`src/rtl/cpu_pkg.sv`:
```
// Shared widths, FSM state type and branch-offset helper for the PC sequencer.
package cpu_pkg;

    localparam int PC_WIDTH     = 32;
    localparam int INSTR_WIDTH  = 32;
    localparam int COUNT_WIDTH  = 16;
    localparam int PC_STEP      = 4;
    localparam int OFFSET_MSB   = 23;
    localparam int OFFSET_LSB   = 16;
    localparam int OFFSET_WIDTH = OFFSET_MSB - OFFSET_LSB + 1;

    typedef enum logic [1:0] {
        IDLE      = 2'd0,
        FETCH     = 2'd1,
        EXEC      = 2'd2,
        MEM_STALL = 2'd3
    } state_t;

    // Offsets count words, so the byte displacement is the sign-extended field times four.
    function automatic logic [PC_WIDTH-1:0] word_offset(input logic [OFFSET_WIDTH-1:0] offset);
        return {{(PC_WIDTH-OFFSET_WIDTH-2){offset[OFFSET_WIDTH-1]}}, offset, 2'b00};
    endfunction

endpackage

```
`src/rtl/pc_target_adder.sv`:
```
// Combinational next-PC: sequential step, plus the word displacement when taken.
module pc_target_adder
    import cpu_pkg::*;
(
    input  logic [PC_WIDTH-1:0]     pc,
    input  logic [OFFSET_WIDTH-1:0] offset,
    input  logic                    taken,
    output logic [PC_WIDTH-1:0]     next_pc
);

    logic [PC_WIDTH-1:0] seq_pc;
    logic [PC_WIDTH-1:0] branch_disp;

    assign seq_pc      = pc + PC_WIDTH'(PC_STEP);
    assign branch_disp = taken ? word_offset(offset) : '0;
    assign next_pc     = seq_pc + branch_disp;

endmodule

```
`src/rtl/pc_sequencer.sv`:
```
// Fetch/execute sequencer with instruction and data memory wait handling.
// Define PC_SEQ_BNE_EN to add the BNE input and branch-if-not-zero support.
module pc_sequencer
    import cpu_pkg::*;
(
    input  logic                   CLK,
    input  logic                   RESET,
    input  logic [INSTR_WIDTH-1:0] INSTRUCTION,
    input  logic                   IMEM_BUSYWAIT,
    input  logic                   DMEM_BUSYWAIT,
    input  logic                   JUMP,
    input  logic                   BRANCH,
    input  logic                   ZERO,
`ifdef PC_SEQ_BNE_EN
    input  logic                   BNE,
`endif
    output logic                   IMEM_READ,
    output logic [PC_WIDTH-1:0]    PC,
    output logic [INSTR_WIDTH-1:0] INSTR_OUT,
    output logic                   INSTR_VALID,
    output logic                   STALL,
    output logic [COUNT_WIDTH-1:0] INSTR_COUNT
);

    state_t                 state_reg;
    logic [PC_WIDTH-1:0]    pc_reg;
    logic [INSTR_WIDTH-1:0] instr_reg;
    logic [COUNT_WIDTH-1:0] count_reg;
    logic                   imem_read_reg;
    logic                   instr_valid_reg;
    logic                   stall_reg;

    logic                   taken;
    logic [PC_WIDTH-1:0]    pc_next;

    // Every taken form shares one target, so JUMP > BRANCH > BNE priority needs no mux.
`ifdef PC_SEQ_BNE_EN
    assign taken = JUMP | (BRANCH & ZERO) | (BNE & ~ZERO);
`else
    assign taken = JUMP | (BRANCH & ZERO);
`endif

    pc_target_adder u_target (
        .pc      (pc_reg),
        .offset  (instr_reg[OFFSET_MSB:OFFSET_LSB]),
        .taken   (taken),
        .next_pc (pc_next)
    );

    always_ff @(posedge CLK or posedge RESET) begin
        if (RESET) begin
            state_reg       <= IDLE;
            pc_reg          <= '0;
            instr_reg       <= '0;
            count_reg       <= '0;
            imem_read_reg   <= 1'b0;
            instr_valid_reg <= 1'b0;
            stall_reg       <= 1'b0;
        end else begin
            case (state_reg)
                IDLE: begin
                    state_reg     <= FETCH;
                    imem_read_reg <= 1'b1;
                end
                FETCH: begin
                    if (!IMEM_BUSYWAIT) begin
                        instr_reg       <= INSTRUCTION;
                        state_reg       <= EXEC;
                        imem_read_reg   <= 1'b0;
                        instr_valid_reg <= 1'b1;
                    end
                end
                EXEC: begin
                    instr_valid_reg <= 1'b0;
                    if (DMEM_BUSYWAIT) begin
                        state_reg <= MEM_STALL;
                        stall_reg <= 1'b1;
                    end else begin
                        pc_reg        <= pc_next;
                        count_reg     <= count_reg + COUNT_WIDTH'(1);
                        state_reg     <= FETCH;
                        imem_read_reg <= 1'b1;
                    end
                end
                MEM_STALL: begin
                    if (!DMEM_BUSYWAIT) begin
                        stall_reg     <= 1'b0;
                        pc_reg        <= pc_next;
                        count_reg     <= count_reg + COUNT_WIDTH'(1);
                        state_reg     <= FETCH;
                        imem_read_reg <= 1'b1;
                    end
                end
                default: begin
                    state_reg       <= IDLE;
                    imem_read_reg   <= 1'b0;
                    instr_valid_reg <= 1'b0;
                    stall_reg       <= 1'b0;
                end
            endcase
        end
    end

    assign IMEM_READ   = imem_read_reg;
    assign PC          = pc_reg;
    assign INSTR_OUT   = instr_reg;
    assign INSTR_VALID = instr_valid_reg;
    assign STALL       = stall_reg;
    assign INSTR_COUNT = count_reg;

endmodule

```
`config.mk`:
```
export PLATFORM = sky130hd
export DESIGN_NAME = pc_sequencer
export DESIGN_NICKNAME = d
export VERILOG_FILES = /design/src/rtl/cpu_pkg.sv /design/src/rtl/pc_target_adder.sv /design/src/rtl/pc_sequencer.sv
export SDC_FILE = /design/constraint.sdc
export NUM_CORES = 1
export LEC_CHECK = 0
export BUFFER_PORTS_ARGS = -buffer_cell sky130_fd_sc_hd__buf_2
export CAP_MARGIN = 20
export CORE_AREA = 2 2 102 104
export CTS_CLUSTER_DIAMETER = 50
export DETAILED_ROUTE_END_ITERATION = 10
export DIE_AREA = 0 0 104 106
export GPL_ROUTABILITY_DRIVEN = 0
export PLACE_DENSITY = 0.8
export SLEW_MARGIN = 20
export SYNTH_ARGS = -nofsm -noshare
export SYNTH_HDL_FRONTEND = slang
export SYNTH_HIERARCHICAL = 1
export SYNTH_SLANG_ARGS = --single-unit
```
`constraint.sdc`:
```
create_clock -name CLK -period 3.7 [get_ports CLK]
set_input_delay 0.37 -clock CLK [delete_from_list [all_inputs] [get_ports CLK]]
set_output_delay 0.37 -clock CLK [all_outputs]
set_load 0.02 [all_outputs]
```
==> impl_results.md, run 1 <==
- Status: completed
- Port Buffers: 121
- Cells after Synth: 562
- Drc violations: 0
- Synthesis warning total: 6
- Largest net degree at the start of global routing: 58
- Power Total: 5.69 mW
- Register-to-Register Path Depth: 13
- Ys flop type: dfrtp_1
- Drt initial violations: 273
- CTS Buffer Depth: 2
- Critical-path maximum fanout: 14
- CTS Buf Count: 9
- Post-Syn Area: 0.00538 sq mm
- FFs w/ async S/R, synth: 100%
- Synth Register Bits: 85
- Total wire length: 12,300 um
- # setup viols final: 0
- HPWL Detailed: 9110 um
- Fmax: 310 MHz
- Area growth syn-to-layout: 16.7%
- Core footprint: 0.0100 sq mm
- Tcrit/Tclk final: 87.2%
- Max Cap Viol: 0
- VDD IR-drop max: 0.498 mV
- First-pass GRT wire length: 21,000 um
- Slew HR: 53.9%
- Synth unique cells: 59
- Slowest cell on the critical path: fa_1
- Sum of buffers and inverters on the critical path: 1
- Die H: 106 um
- Die ar.: 0.0110 sq mm
- RSZ-0062 raised after global routing: false
- Nets: 757
- Vias per Instance: 5.54
- Met3 global-route usage: 5.21%
- Worst reg2reg setup slack: 530 ps
- Required time of the critical path: 4000 ps
- Antenna Violating Nets Remaining: 0
- Critical-path cell list: buf_2 -> a21o_1 -> and2_1 -> ha_1 -> ha_1 -> fa_1 -> a21o_1 -> a221o_2 -> o211ai_2 -> o211ai_2 -> a21o_1 -> a21oi_2 -> xnor2_1 -> nand2_1 -> nand2_1
- Slew Viols, Final: 0
- PostCTS Resize Cnt: 0
- Core Rows: 37
- Worst slew pin tran: 691 ps
- Global route overflow: 0
- Setup TNS: 0 ps
- Io pins: 122
- CTS tree: yes
- Grt met1 use: 28.2%
- Post-synth net total: 642
- Drt pass-1 iters: 5
- Mean post-synth cell area: 9.57 sq um
- Startpoint Class: input port
- Post-synth EDFFs: 0
- Htree depth: 3
- Reg clk slew, reported paths: 80 ps
- Clk root buf: clkbuf_8
- Fillers: 875
- P per Cell Area: 906 mW/mm^2
- Synth cell count leaders: nand2_1, dfrtp_1, xnor2_1, ha_1, mux2_2
- Vias in the first global route: 4,497
- Initial antenna violation count: 0
- Sink Count: 85
- # hold bufs at CTS: 0
- GR Util met2: 40.3%
- Yosys top cell area share: 39.6%
- # Post-CTS Setup Buffers: 0
- Clk_lat worst skew: 350 ps
- Final Critical Period: 3230 ps
- Worst Setup Path Type: input port to register
- Seq/Total Area, Yosys: 39.6%
- Die W: 104 um
- Most frequent cell after synthesis: nand2_1
- DR vias: 4,520
- Worst path most repeated cell: a21o_1
- Worst hold path class: input port to async pin
- Synth area leaders: dfrtp_1, ha_1, nand2_1, xnor2_1, mux2_2
- WP data arrival: 3520 ps
- Layout cells sized above 1: 28.2%
- Drt wl/cell: 15.1 um
- CP Capture Type: register
- FF-to-FF End: PC[29]
- Crit path max-delay family: compound AO/OA/AOI/OAI gates
- R2R Path Start: INSTR_OUT[17]
- Cell taking the most area after synthesis: dfrtp_1
- Final hold vios: 0
- Gr usage total: 23.0%
- ANT cells: 0
- Leakage: 3.28 nW
- Worst path max stage delay: 430 ps
- Gr busiest metal: met2
- Worst-case clock skew: 4.03 ps
- Initial Util: 53.8%
## per-layer routing
layer,routed length [um],share of wire [%],vias to the layer above
li1,-,-,2177
met1,5220,42,2167
met2,5990,49,162
met3,903,7.4,14
met4,166,1.4,0
met5,0,0,-
## how the worst max path moves through the flow
stage | depth (start not counted) | slack (ps) | end | start
floorplan | 16 | 310 | PC[29] | BRANCH
global placement | 15 | 210 | PC[29] | BRANCH
detailed placement | 15 | 130 | PC[29] | BRANCH
CTS | 15 | 520 | PC[29] | BRANCH
global route | 14 | 280 | PC[27] | BRANCH
finish | 15 | 470 | PC[29] | BRANCH
## cell families after synthesis
group           Yosys count  share of synthesized area, %
simple gates            207                          17.9
compound gates           98                          12.5
flops                    85                          39.6
xor+xnor                 64                          10.6
fa+ha+maj                41                          9.68
buf+inv                  35                          3.09
mux                      32                          6.70
## worst reg2reg max path, cell delays in order, from the launching register on
cell	delay, ps
dfrtp_1	410
and2_1	160
ha_1	280
ha_1	250
fa_1	430
a21o_1	220
a221o_2	410
o211ai_2	230
o211ai_2	130
a21o_1	190
a21oi_2	150
xnor2_1	130
nand2_1	70
nand2_1	60
## per-stage QoR
step           instances  util (%)  worst slack, ps  hold WS [ps]  instance area (sq um)
2_1_floorplan        562         -              307           501                   5380
3_3_place_gp         802      61.0              213           454                   6100
3_5_place_dp         802      61.0              130           463                   6100
4_1_cts              816      62.8              517           219                   6280
5_1_grt              816      62.8              275           208                   6280
6_report             816      62.8              472           132                   6280
## final cells by class
cell class / instances / area [sq um] / share of cell area [%]
clock buffers: 10 / 128 / 2.03
well taps: 136 / 170 / 2.71
inverters: 10 / 40.0 / 0.638
repair buffers: 129 / 666 / 10.6
flip-flops and latches: 85 / 2130 / 33.9
clock inverters: 4 / 51.3 / 0.817
multi-input cells: 442 / 3100 / 49.3
## power by group
part           internal, mW  switching, mW
Clock                 0.305          0.328
Combinational          1.41           2.06
Sequential             1.29          0.298
Total                  3.00           2.69
## placed cells by master, fill, tap and decap left out, drive strengths merged, types with 10 or more instances in the layout
cell type	n
clkbuf	10
nor2	20
and3	27
nand2	121
mux2	32
xor2	13
xnor2	51
o21ai	16
nand3	10
inv	10
a21o	11
dfrtp	85
buf	129
a21oi	29
ha	40
Power figures use the tool's default switching activity.
==> run 2, diff against run 1 <==
--- a/config.mk
+++ b/config.mk
@@ -7,10 +7,10 @@
 export LEC_CHECK = 0
 export BUFFER_PORTS_ARGS = -buffer_cell sky130_fd_sc_hd__buf_2
 export CAP_MARGIN = 20
-export CORE_AREA = 2 2 102 104
+export CORE_AREA = 5 5 105 107
 export CTS_CLUSTER_DIAMETER = 50
 export DETAILED_ROUTE_END_ITERATION = 10
-export DIE_AREA = 0 0 104 106
+export DIE_AREA = 0 0 110 112
 export GPL_ROUTABILITY_DRIVEN = 0
 export PLACE_DENSITY = 0.8
 export SLEW_MARGIN = 20
==> impl_results.md, run 2 (synthesized netlist as in run 1, its figures left out) <==
- Htree depth: 3
- Fillers: 851
- Power Total: 5.85 mW
- Max Cap Viol: 0
- Worst hold slack: 51.2 ps
- CTS Buffer Depth: 2
- Reg clk slew, reported paths: 90 ps
- Power share of the sequential group: 27.2%
- Fmax: 317 MHz
- Switching share of total power: 46.9%
- # hold bufs at CTS: 0
- # Post-CTS Setup Buffers: 0
- Clk_lat worst skew: 370 ps
- Port Buffers: 121
- HPWL Detailed: 9640 um
- Final core occ: 63.1%
- Register area: 0.00213 sq mm
- VDD IR-drop max: 0.499 mV
- Nets: 758
- Core Rows: 37
- Worst Setup Path Type: register to register
- Area of the multi-input gates: 0.00310 sq mm
- ANT cells: 0
- Layout cells sized above 1: 28.7%
- Leakage: 3.32 nW
- P_int: 3.11 mW
- Drt pass-1 iters: 5
- Global route overflow: 0
- Initial antenna violation count: 0
- Placed cells: 803
- Critical-path cell list: and2_1 -> ha_1 -> ha_1 -> fa_1 -> a21o_1 -> a221o_2 -> o211ai_2 -> o211ai_2 -> a21o_1 -> a21oi_2 -> xnor2_1 -> nand2_1 -> nand2_1
- Drt initial violations: 239
- Worst hold path class: input port to async pin
- Die H: 112 um
- Vias in the first global route: 4,792
- Switching pwr: 2.74 mW
- Drt wl/cell: 15.8 um
- Slew HR: 58.4%
- Combinational share of power: 59.6%
- Clk root buf: clkbuf_8
- Core footprint: 0.0100 sq mm
- Worst-case clock skew: 4.70 ps
- Gr usage total: 22.5%
- Final Critical Period: 3150 ps
- Drc violations: 0
- Total wire length: 12,900 um
- Area growth syn-to-layout: 17.8%
- Largest net degree at the start of global routing: 51
- Antenna Violating Nets Remaining: 0
- Slowest cell on the critical path: fa_1
- RSZ-0062 raised after global routing: false
- First-pass GRT wire length: 22,400 um
- Setup ws final: 549 ps
- Setup WS pre-CTS: 214 ps
- Io pins: 122
- Die ar.: 0.0123 sq mm
- Slew Viols, Final: 0
- Worst path max stage delay: 420 ps
- Sum of buffers and inverters on the critical path: 0
- Worst slew pin tran: 623 ps
- Die W: 110 um
- DP Area: 0.00610 sq mm
- Crit path max-delay family: compound AO/OA/AOI/OAI gates
- Sink Count: 85
- WP data arrival: 3460 ps
- Final Instance Count excl. Fillers: 819
- Initial Util: 53.5%
- Vias per Instance: 5.55
- Tcrit/Tclk final: 85.2%
- Final instance area: 0.00634 sq mm
- CTS Buf Count: 9
- # setup viols final: 0
- Clock power share: 13.2%
- P per Cell Area: 923 mW/mm^2
- CTS tree: yes
- CP Capture Type: register
- Final hold vios: 0
- Startpoint Class: register
- DR vias: 4,545
- Critical-path maximum fanout: 4
- Commonest cells after routing, fill and taps aside: nand2_1, buf_2, dfrtp_1, xnor2_1, ha_1
- Status: completed
- Setup TNS: 0 ps
- PostCTS Resize Cnt: 0
- Required time of the critical path: 4010 ps
run 2: changes by cell type in the layout (fill, tap and decap cells not counted), sizes merged:
| cell | before | now |
|---|---|---|
| buf | 129 | 130 |
| bufinv | 1 | 2 |
| clkinv | 2 | 3 |
| clkinvlp | 1 | 0 |
| inv | 10 | 11 |
run 2: layout make-up:
cell class              count  share of cell area [%]
repair buffers            130                    10.6
inverters                  10                   0.612
clock buffers              10                    2.17
well taps                 136                    2.69
clock inverters             6                    1.48
flip-flops and latches     85                    33.6
multi-input cells         442                    48.9
run 2: routing by layer:
layer / vias up / track usage [%] / routed length (um)
met4: 0 / 7.65 / 281
met5: - / 0 / 0
li1: 2182 / - / -
met3: 26 / 6.38 / 1070
met1: 2162 / 27.9 / 5330
met2: 175 / 37.2 / 6240
run 2: path summary, 6_finish.rpt:
path                                 startpoint               to  slack, ps  cells past startpoint
worst min register to register  INSTR_COUNT[15]  INSTR_COUNT[15]        470                      1
worst min-delay path                      RESET     INSTR_OUT[1]         50                      2
min in group CLK                INSTRUCTION[26]    INSTR_OUT[26]        230                      2
max in group asynchronous                 RESET   INSTR_COUNT[0]       2620                      3
worst max register to register    INSTR_OUT[17]           PC[29]        550                     13
worst max-delay path              INSTR_OUT[17]           PC[29]        550                     13
run 2: worst register-to-register path: cells and delay by family (launching register included):
kind,cells,cell delay (ps)
xor gates and xnor gates,1,120
DFF,1,410
and+or+nand+nor,3,310
adders and majority gates,3,930
AOI/OAI and AO/OA,6,1320
run 2: power by group through the flow:
stage	Sequential, mW	Clock (mW)	Combinational, mW
detailed placement	1.61	0	3.47
finish	1.59	0.771	3.49
floorplan	2.00	0	2.15
CTS	1.60	0.786	3.49
global placement	1.59	0	3.37
global route	1.66	0.828	3.86
==> run 3, diff against run 2 <==
--- a/config.mk
+++ b/config.mk
@@ -7,12 +7,12 @@
 export LEC_CHECK = 0
 export BUFFER_PORTS_ARGS = -buffer_cell sky130_fd_sc_hd__buf_2
 export CAP_MARGIN = 20
-export CORE_AREA = 5 5 105 107
+export CORE_AREA = 5 5 140 142
 export CTS_CLUSTER_DIAMETER = 50
 export DETAILED_ROUTE_END_ITERATION = 10
-export DIE_AREA = 0 0 110 112
+export DIE_AREA = 0 0 145 147
 export GPL_ROUTABILITY_DRIVEN = 0
-export PLACE_DENSITY = 0.8
+export SKIP_CTS_REPAIR_TIMING = 1
 export SLEW_MARGIN = 20
 export SYNTH_ARGS = -nofsm -noshare
 export SYNTH_HDL_FRONTEND = slang
==> impl_results.md, run 3 (synthesized netlist as in run 1, its figures left out) <==
- P per Cell Area: 921 mW/mm^2
- Critical-path maximum fanout: 4
- Worst hold slack: 103 ps
- Die W: 145 um
- Worst Setup Path Type: register to register
- Die ar.: 0.0213 sq mm
- Core footprint: 0.0183 sq mm
- Core Rows: 50
- CTS Buffer Depth: 2
- ANT cells: 0
- Drt wl/cell: 14.9 um
- Vias in the first global route: 4,597
- Worst slew pin tran: 831 ps
- Final core occ: 35.8%
- Vias per Instance: 4.82
- Slew HR: 44.6%
- Antenna Violating Nets Remaining: 0
- DR vias: 4,423
- Layout cells sized above 1: 28.8%
- Final Instance Count excl. Fillers: 918
- VDD IR-drop max: 0.348 mV
- HPWL Detailed: 10,100 um
- Worst reg2reg setup slack: 520 ps
- Fmax: 314 MHz
- CP Capture Type: register
- First-pass GRT wire length: 23,200 um
- Final Critical Period: 3180 ps
- Max Cap Viol: 0
- Area growth syn-to-layout: 22.1%
- Nets: 759
- Power Total: 6.05 mW
- Final hold vios: 0
- Reg clk slew, reported paths: 70 ps
- WP data arrival: 3470 ps
- Drt initial violations: 164
- Gr usage total: 13.0%
- Largest net degree at the start of global routing: 86
- Required time of the critical path: 3990 ps
- Drt pass-1 iters: 4
- Total wire length: 13,700 um
- Worst hold path class: input port to async pin
- Global route overflow: 0
- RSZ-0062 raised after global routing: false
- Sink Count: 85
- CTS tree: yes
- Initial antenna violation count: 0
- Setup TNS: 0 ps
- Htree depth: 3
- Drc violations: 0
- Io pins: 122
- Slew Viols, Final: 0
- Tcrit/Tclk final: 86.0%
- Initial Util: 29.3%
- Leakage: 3.36 nW
- Commonest cells after routing, fill and taps aside: nand2_1, buf_2, dfrtp_1, xnor2_1, ha_1
- Clk root buf: clkbuf_16
- Status: completed
- Worst-case clock skew: 6.79 ps
- Port Buffers: 121
- # setup viols final: 0
- Die H: 147 um
- Clk_lat worst skew: 350 ps
- Startpoint Class: register
- CTS Buf Count: 9
- Placed cells: 902
-- run 3: cell types whose count changed in the layout (fill, tap and decap cells not counted) --
cell and change:
clkbuf_16 +9, clkbuf_8 -9, buf_12 +2, buf_4 -1, bufinv_16 -1, clkinvlp_4 +1
inv_6 +1, inv_8 -1
-- run 3: report_power, final --
group	leakage (nW)	switching [mW]	internal, mW
Combinational	2.16	2.07	1.41
Clock	0.149	0.414	0.547
Sequential	1.06	0.308	1.30
Total	3.36	2.79	3.26
-- run 3: stage by stage --
| step | worst slack (ps) | cell area, sq um |
|---|---|---|
| final | 519 | 6570 |
| after detailed placement | 211 | 6260 |
| after floorplan | 307 | 5380 |
| after global placement | 269 | 6260 |
| after CTS | 532 | 6570 |
| after global routing | 356 | 6570 |
-- run 3: area by class of cell --
cell class                 instances  area (sq um)
inverter                          10          38.8
sequential                        85          2130
clock inverter                     6          68.8
multi-input combinational        442          3100
fill                            1881         11800
timing repair buffer             131           706
clock buffer                      10           239
tap                              234           293
-- run 3: final timing paths --
check                                 from         endpoint  cells after the start
setup / recovery             INSTR_OUT[17]           PC[29]                     13
hold / removal                       RESET   INSTR_COUNT[2]                      3
setup reg to reg             INSTR_OUT[17]           PC[29]                     13
hold reg to reg            INSTR_COUNT[15]  INSTR_COUNT[15]                      1
max in group asynchronous            RESET           PC[14]                      3
min in group CLK            INSTRUCTION[2]     INSTR_OUT[2]                      2
-- run 3: critical path: stages, from the launching register on --
cell	delay, ps
dfrtp_1	420
and2_1	180
ha_1	270
ha_1	230
fa_1	410
a21o_1	210
a221o_2	400
o211ai_2	270
o211ai_2	140
a21o_1	190
a21oi_2	140
xnor2_1	120
nand2_1	60
nand2_1	60
-- run 3: layer usage --
layer / GRT usage [%] / wire (um)
met1: 17.0 / 6280
met2: 20.8 / 6220
met3: 3.98 / 977
met4: 4.05 / 180
met5: 0 / 0
